<file path="config.mk">
export PLATFORM = sky130hd
export DESIGN_NAME = countdown_timer
export DESIGN_NICKNAME = d
export VERILOG_FILES = /design/src/rtl/countdown_timer_pkg.sv /design/src/rtl/countdown_timer_bcd_down_digit.sv /design/src/rtl/countdown_timer.sv
export SDC_FILE = /design/constraint.sdc
export NUM_CORES = 1
export LEC_CHECK = 0
export ABC_CLOCK_PERIOD_IN_PS = 1550
export CORE_MARGIN = 2
export CORE_UTILIZATION = 30
export DETAILED_ROUTE_END_ITERATION = 7
export GPL_TIMING_DRIVEN = 0
export PLACE_DENSITY = 0.51
export SYNTH_ARGS = -nofsm -noshare
export SYNTH_HDL_FRONTEND = slang
export SYNTH_SLANG_ARGS = --single-unit
</file>
<file path="constraint.sdc">
create_clock -name clk -period 1.55 [get_ports clk]
set_input_delay 0.155 -clock clk [delete_from_list [all_inputs] [get_ports clk]]
set_output_delay 0.155 -clock clk [all_outputs]
set_load 0.1 [all_outputs]
</file>
<file path="src/rtl/countdown_timer_pkg.sv">
// Shared widths, FSM encodings and digit payload for the countdown timer.
package countdown_timer_pkg;

  localparam int unsigned BCD_W   = 4;
  localparam int unsigned STATE_W = 2;

  localparam logic [BCD_W-1:0] BCD_MAX = BCD_W'(9);

  localparam logic [STATE_W-1:0] ST_IDLE = 2'd0;
  localparam logic [STATE_W-1:0] ST_RUN  = 2'd1;
  localparam logic [STATE_W-1:0] ST_DONE = 2'd2;

  typedef struct packed {
    logic [BCD_W-1:0] min_tens;
    logic [BCD_W-1:0] min_ones;
    logic [BCD_W-1:0] sec_tens;
    logic [BCD_W-1:0] sec_ones;
  } mmss_t;

  function automatic logic mmss_is_zero(input mmss_t t);
    return (t == '0);
  endfunction

  // True when the next decrement lands on 00:00.
  function automatic logic mmss_is_last_second(input mmss_t t);
    return (t.min_tens == '0) && (t.min_ones == '0) &&
           (t.sec_tens == '0) && (t.sec_ones == BCD_W'(1));
  endfunction

endpackage

</file>
<file path="src/rtl/countdown_timer_bcd_down_digit.sv">
// One BCD digit of the MM:SS register: parallel load for key shifts, decrement with borrow.
module countdown_timer_bcd_down_digit
  import countdown_timer_pkg::*;
#(
  parameter logic [BCD_W-1:0] WRAP = BCD_MAX
) (
  input  logic             clk,
  input  logic             clrn,
  input  logic             dec,
  input  logic             load,
  input  logic [BCD_W-1:0] load_val,
  output logic [BCD_W-1:0] q,
  output logic             borrow_out
);

  always_ff @(posedge clk or negedge clrn) begin
    if (!clrn) begin
      q <= '0;
    end else if (load) begin
      q <= load_val;
    end else if (dec) begin
      q <= (q == '0) ? WRAP : q - BCD_W'(1);
    end
  end

  // Borrow ripples to the next digit in the same cycle.
  assign borrow_out = dec && (q == '0);

endmodule

</file>
<file path="src/rtl/countdown_timer.sv">
// MM:SS countdown timer fed by the keypad encoder; counts down on synchronised 1 Hz ticks.
module countdown_timer
  import countdown_timer_pkg::*;
#(
  parameter int unsigned SYNC_STAGES   = 2,
  parameter int unsigned SEC_TENS_WRAP = 5
) (
  input  logic             clk,
  input  logic             clrn,
  input  logic [BCD_W-1:0] D,
  input  logic             loadn,
  input  logic             pgt_1Hz,
  input  logic             enablen,
  output logic [BCD_W-1:0] sec_ones,
  output logic [BCD_W-1:0] sec_tens,
  output logic [BCD_W-1:0] min_ones,
  output logic [BCD_W-1:0] min_tens,
  output logic             zero,
  output logic             done
);

  logic [SYNC_STAGES-1:0] load_sync;
  logic [SYNC_STAGES-1:0] tick_sync;
  logic                   load_prev;
  logic                   tick_prev;
  logic                   load_evt_c;
  logic                   tick_evt_c;

  logic [STATE_W-1:0] state;
  logic [STATE_W-1:0] state_d;
  logic               done_d;
  logic               dec_c;
  logic               load_c;

  logic  so_borrow;
  logic  st_borrow;
  logic  mo_borrow;
  logic  mt_borrow_unused;
  mmss_t digits;

  // Synchronisers reset to the inactive level so reset release never fakes an event.
  always_ff @(posedge clk or negedge clrn) begin
    if (!clrn) begin
      load_sync <= '1;
      load_prev <= 1'b1;
      tick_sync <= '0;
      tick_prev <= 1'b0;
    end else begin
      load_sync <= {load_sync[SYNC_STAGES-2:0], loadn};
      load_prev <= load_sync[SYNC_STAGES-1];
      tick_sync <= {tick_sync[SYNC_STAGES-2:0], pgt_1Hz};
      tick_prev <= tick_sync[SYNC_STAGES-1];
    end
  end

  assign load_evt_c = load_prev && !load_sync[SYNC_STAGES-1];
  assign tick_evt_c = !tick_prev && tick_sync[SYNC_STAGES-1];

  assign digits = '{min_tens: min_tens, min_ones: min_ones,
                    sec_tens: sec_tens, sec_ones: sec_ones};
  assign zero   = mmss_is_zero(digits);

  always_ff @(posedge clk or negedge clrn) begin
    if (!clrn) begin
      state <= ST_IDLE;
      done  <= 1'b0;
    end else begin
      state <= state_d;
      done  <= done_d;
    end
  end

  // Pause (enablen high) takes priority over a tick arriving in the same cycle.
  always_comb begin
    state_d = state;
    done_d  = 1'b0;
    dec_c   = 1'b0;
    load_c  = 1'b0;
    case (state)
      ST_IDLE: begin
        load_c = load_evt_c && (D <= BCD_MAX);
        if (!enablen && !zero) state_d = ST_RUN;
      end
      ST_RUN: begin
        if (enablen) begin
          state_d = ST_IDLE;
        end else if (tick_evt_c) begin
          dec_c = 1'b1;
          if (mmss_is_last_second(digits)) begin
            state_d = ST_DONE;
            done_d  = 1'b1;
          end
        end
      end
      ST_DONE: begin
        if (enablen) state_d = ST_IDLE;
      end
      default: state_d = ST_IDLE;
    endcase
  end

  countdown_timer_bcd_down_digit #(.WRAP(BCD_MAX)) u_sec_ones (
    .clk(clk), .clrn(clrn), .dec(dec_c), .load(load_c), .load_val(D),
    .q(sec_ones), .borrow_out(so_borrow)
  );

  countdown_timer_bcd_down_digit #(.WRAP(BCD_W'(SEC_TENS_WRAP))) u_sec_tens (
    .clk(clk), .clrn(clrn), .dec(so_borrow), .load(load_c), .load_val(sec_ones),
    .q(sec_tens), .borrow_out(st_borrow)
  );

  countdown_timer_bcd_down_digit #(.WRAP(BCD_MAX)) u_min_ones (
    .clk(clk), .clrn(clrn), .dec(st_borrow), .load(load_c), .load_val(sec_tens),
    .q(min_ones), .borrow_out(mo_borrow)
  );

  // min_tens never borrows because RUN is only entered with a non-zero display.
  countdown_timer_bcd_down_digit #(.WRAP(BCD_MAX)) u_min_tens (
    .clk(clk), .clrn(clrn), .dec(mo_borrow), .load(load_c), .load_val(min_ones),
    .q(min_tens), .borrow_out(mt_borrow_unused)
  );

endmodule

</file>
==> impl_metrics.toml <==
[setup_path]
timing.critical_path.max_delay_family = "simple AND/OR/NAND/NOR gates"
slowest_stage = "sky130_fd_sc_hd__dfrtp_4"
critPathKind = "register to register"
cp-start-kind = "register"
crit_required_ps = 1740
critical_path.max_stage_delay_ps = 530
cp_cell_instances = "nor4_4, buf_4, nand4_1, buf_6, or3_1, a31oi_1"
worst-endpoint-arrival_ps = 2090
crit_path_max_fanout = 7
timing.critical_path.buf_inv = 2
critical_path.endpoint_type = "register"

[clock_network]
h-tree-depth = 1
cts.hold.buffers_added = 0
worst_skew_pair.late_latency_ps = 270
cts_tree = "built"
clock_tree_sinks = 25
root_buffer = "sky130_fd_sc_hd__clkbuf_8"
cts_made_buffers = 3
cts_buffer_depth = 2
worst_setup_hold_path_clk_slew_ps = 90

[routing]
routed_wire_length_per_instance_um = 16.42
viasPerCell = 5.507
dr_total_vias = 1239
drc = 0
drtAntennaViolNets = 0
route.final.wire_length_um = 3695
initial_drt_pass_iterations = 4
drt_first_iter_violations = 42

[die]
die_w_um = 69.89
ioPinCount = 27
rows = 23
fp.coreArea_sq_um = 4086
die_h_um = 69.89
initial_utilization_pct = 31.87
die_area_sq_um = 4885

[placed_design]
globalplace.congestion = 0.7786
detailed_place.area_sq_um = 1742
dpl.hpwl_um = 2294
port-buffer-count = 26
pre_cts_slack_ps = -1040

[job]
cap_viol_max_count = 0

[cells_and_area]
nets = 185
utilization_pct = 50.52
syn2layout_area_growth_pct = 58.50
layout.cells.most_common_list = "sky130_fd_sc_hd__clkdlybuf4s15_2, sky130_fd_sc_hd__nor2_1, sky130_fd_sc_hd__buf_4"
post-route-cell-area_sq_um = 2064
fraction_of_final_layout_cells_with_drive_strength_greater_than_1_pct = 50.29
final.fill_count = 387
diodes = 0
layout.cells.most_common = "sky130_fd_sc_hd__clkdlybuf4s15_2"

[global_routing]
number_of_antenna_violations_at_the_first_check_in_global_routing = 0
first_global_vias = 1250
grt.total_usage_pct = 16.32
grt_overflow_total = 0
grt_start_max_net_pins = 26
grt_first_pass_wirelength_um = 6403

[sta]
setup_viol_count_final = 19
relSlewSlack_pct = 24.15
hold_viol = 0
timing.clock.skew_ps = 5.232
fmaxAchievable_mhz = 525.4
drv_slew = 0
final_min_period_ps = 1903
finalCritPeriodShare_pct = 122.8
finalHoldWorstSlack_ps = 96.68
rsz_0062_raised_after_global_routing = "yes"
post_layout_worst_setup_margin_ps = -353.3
max_slew.worst_pin.slew_ps = 1136

[pwr]
p_leak_nw = 0.7820
peakVddDrop_v = 0.0009506
p_total_w = 0.004085
power_per_cell_area_nw_per_um2 = 1979

[synthesis]
yosysTopAreaCellShare_pct = 42.27
synthesis.area_per_instance_sq_um = 10.10
synth_edf_count = 0
synth.net_count = 138
synth_cell_types = 42
ys_top_cells_by_area = "sky130_fd_sc_hd__dfrtp_1, sky130_fd_sc_hd__dfstp_2, sky130_fd_sc_hd__nor2_1, sky130_fd_sc_hd__o21ai_0, sky130_fd_sc_hd__a31oi_1"
yosys_warnings = 0
synth_area_leader_cell = "sky130_fd_sc_hd__dfrtp_1"
ys_ff_latch = 25
synthesis.area_sq_um = 1302
synth-async-reset-ratio_pct = 100.0
syn-instance-count = 129
ys_seq_area_share_pct = 48.32
ys_dominant_reg_cell = "sky130_fd_sc_hd__dfrtp_1"

[run_status]
status = "complete, but fails checks"
failed_checks = "setup timing"

[hold_path]
min-delay-path-class = "input port to async pin"
==> cells by family (layout without fill, tap and decap cells) <==
logic type	after synthesis	after routing	synth area share (%)
xor gates and xnor gates	3	3	2.018
buffers and inverters	8	54	4.900
DFF	25	25	48.32
and+or+nand+nor	61	61	28.63
AOI/OAI and AO/OA	32	32	16.14
==> metrics by stage <==
step	TNS [ps]	std cells
global placement	-10640	205
floorplan	-3773	129
detailed placement	-11480	205
finish	-3923	225
global route	-5546	225
CTS	-3170	221
==> layout make-up <==
class | count | area [sq um] | share of cell area (%)
inverter | 2 | 7.507 | 0.3636
sequential | 25 | 668.1 | 32.36
multi-input combinational | 96 | 768.2 | 37.21
clock buffer | 4 | 45.04 | 2.182
timing repair buffer | 42 | 435.4 | 21.09
tap | 50 | 62.56 | 3.030
buffer | 6 | 77.57 | 3.758
==> cell usage after synthesis, types with 2 or more instances <==
cell and count:
sky130_fd_sc_hd__o21ai_0 9, sky130_fd_sc_hd__a21oi_1 3, sky130_fd_sc_hd__nand3_1 4, sky130_fd_sc_hd__o211ai_1 4, sky130_fd_sc_hd__nand4_1 2, sky130_fd_sc_hd__nand2_1 11
sky130_fd_sc_hd__or4_1 5, sky130_fd_sc_hd__buf_2 2, sky130_fd_sc_hd__clkbuf_8 2, sky130_fd_sc_hd__a31oi_1 7, sky130_fd_sc_hd__or2_2 2, sky130_fd_sc_hd__nor2_1 14
sky130_fd_sc_hd__dfstp_2 3, sky130_fd_sc_hd__a211o_1 2, sky130_fd_sc_hd__nor3b_1 2, sky130_fd_sc_hd__inv_1 2, sky130_fd_sc_hd__nor4_2 2, sky130_fd_sc_hd__or3_1 3
sky130_fd_sc_hd__nor4_1 5, sky130_fd_sc_hd__xnor2_1 2, sky130_fd_sc_hd__dfrtp_1 22
==> where the power goes <==
group / switching (W) / internal, W
sequential: 0.000346 / 0.000902
clock: 0.000210 / 0.000184
combinational: 0.00176 / 0.000680
==> final timing paths <==
check,cells after the start,startpoint,slack (ps),endpoint
max in group asynchronous,1,clrn,630,u_sec_tens.q[0]
min in group clk,1,loadn,290,load_sync[0]
worst min-delay path,1,clrn,100,u_sec_ones.q[0]
worst max-delay path,6,u_sec_ones.q[2],-350,u_min_tens.q[0]
worst min register to register,0,tick_sync[0],360,tick_sync[1]
worst max register to register,6,u_sec_ones.q[2],-350,u_min_tens.q[0]
==> repair_timing <==
action / 4_1_cts / 5_1_grt
gates resized for setup: 78 / 14
pin swaps: 10 / 4
setup endpoints to repair: 37 / 28
setup buffers: 10 / 4
cloned: 2 / 0
==> flip-flops by register name, summed over array words and instances (netlist names) <==
name,count
state,2
tick_prev,1
load_sync,2
u_sec_ones.q,4
u_min_tens.q,4
u_sec_tens.q,4
done,1
u_min_ones.q,4
load_prev,1
tick_sync,2
==> per-layer routing <==
layer | part of all wire (%) | global-route usage, %
met2 | 46 | 26.24
met3 | 4.8 | 2.453
met5 | 0 | 0
met1 | 48 | 23.15
met4 | 0.92 | 3.846
==> worst reg2reg max path: cells and delay by family, from the launching register on <==
kind | cells | cell delay [ps]
AO/OA/AOI/OAI | 1 | 170
flip-flops | 1 | 530
AND/OR/NAND/NOR | 3 | 780
buffers and inverters | 2 | 340
Note: power is estimated with default switching activity, not from simulation.
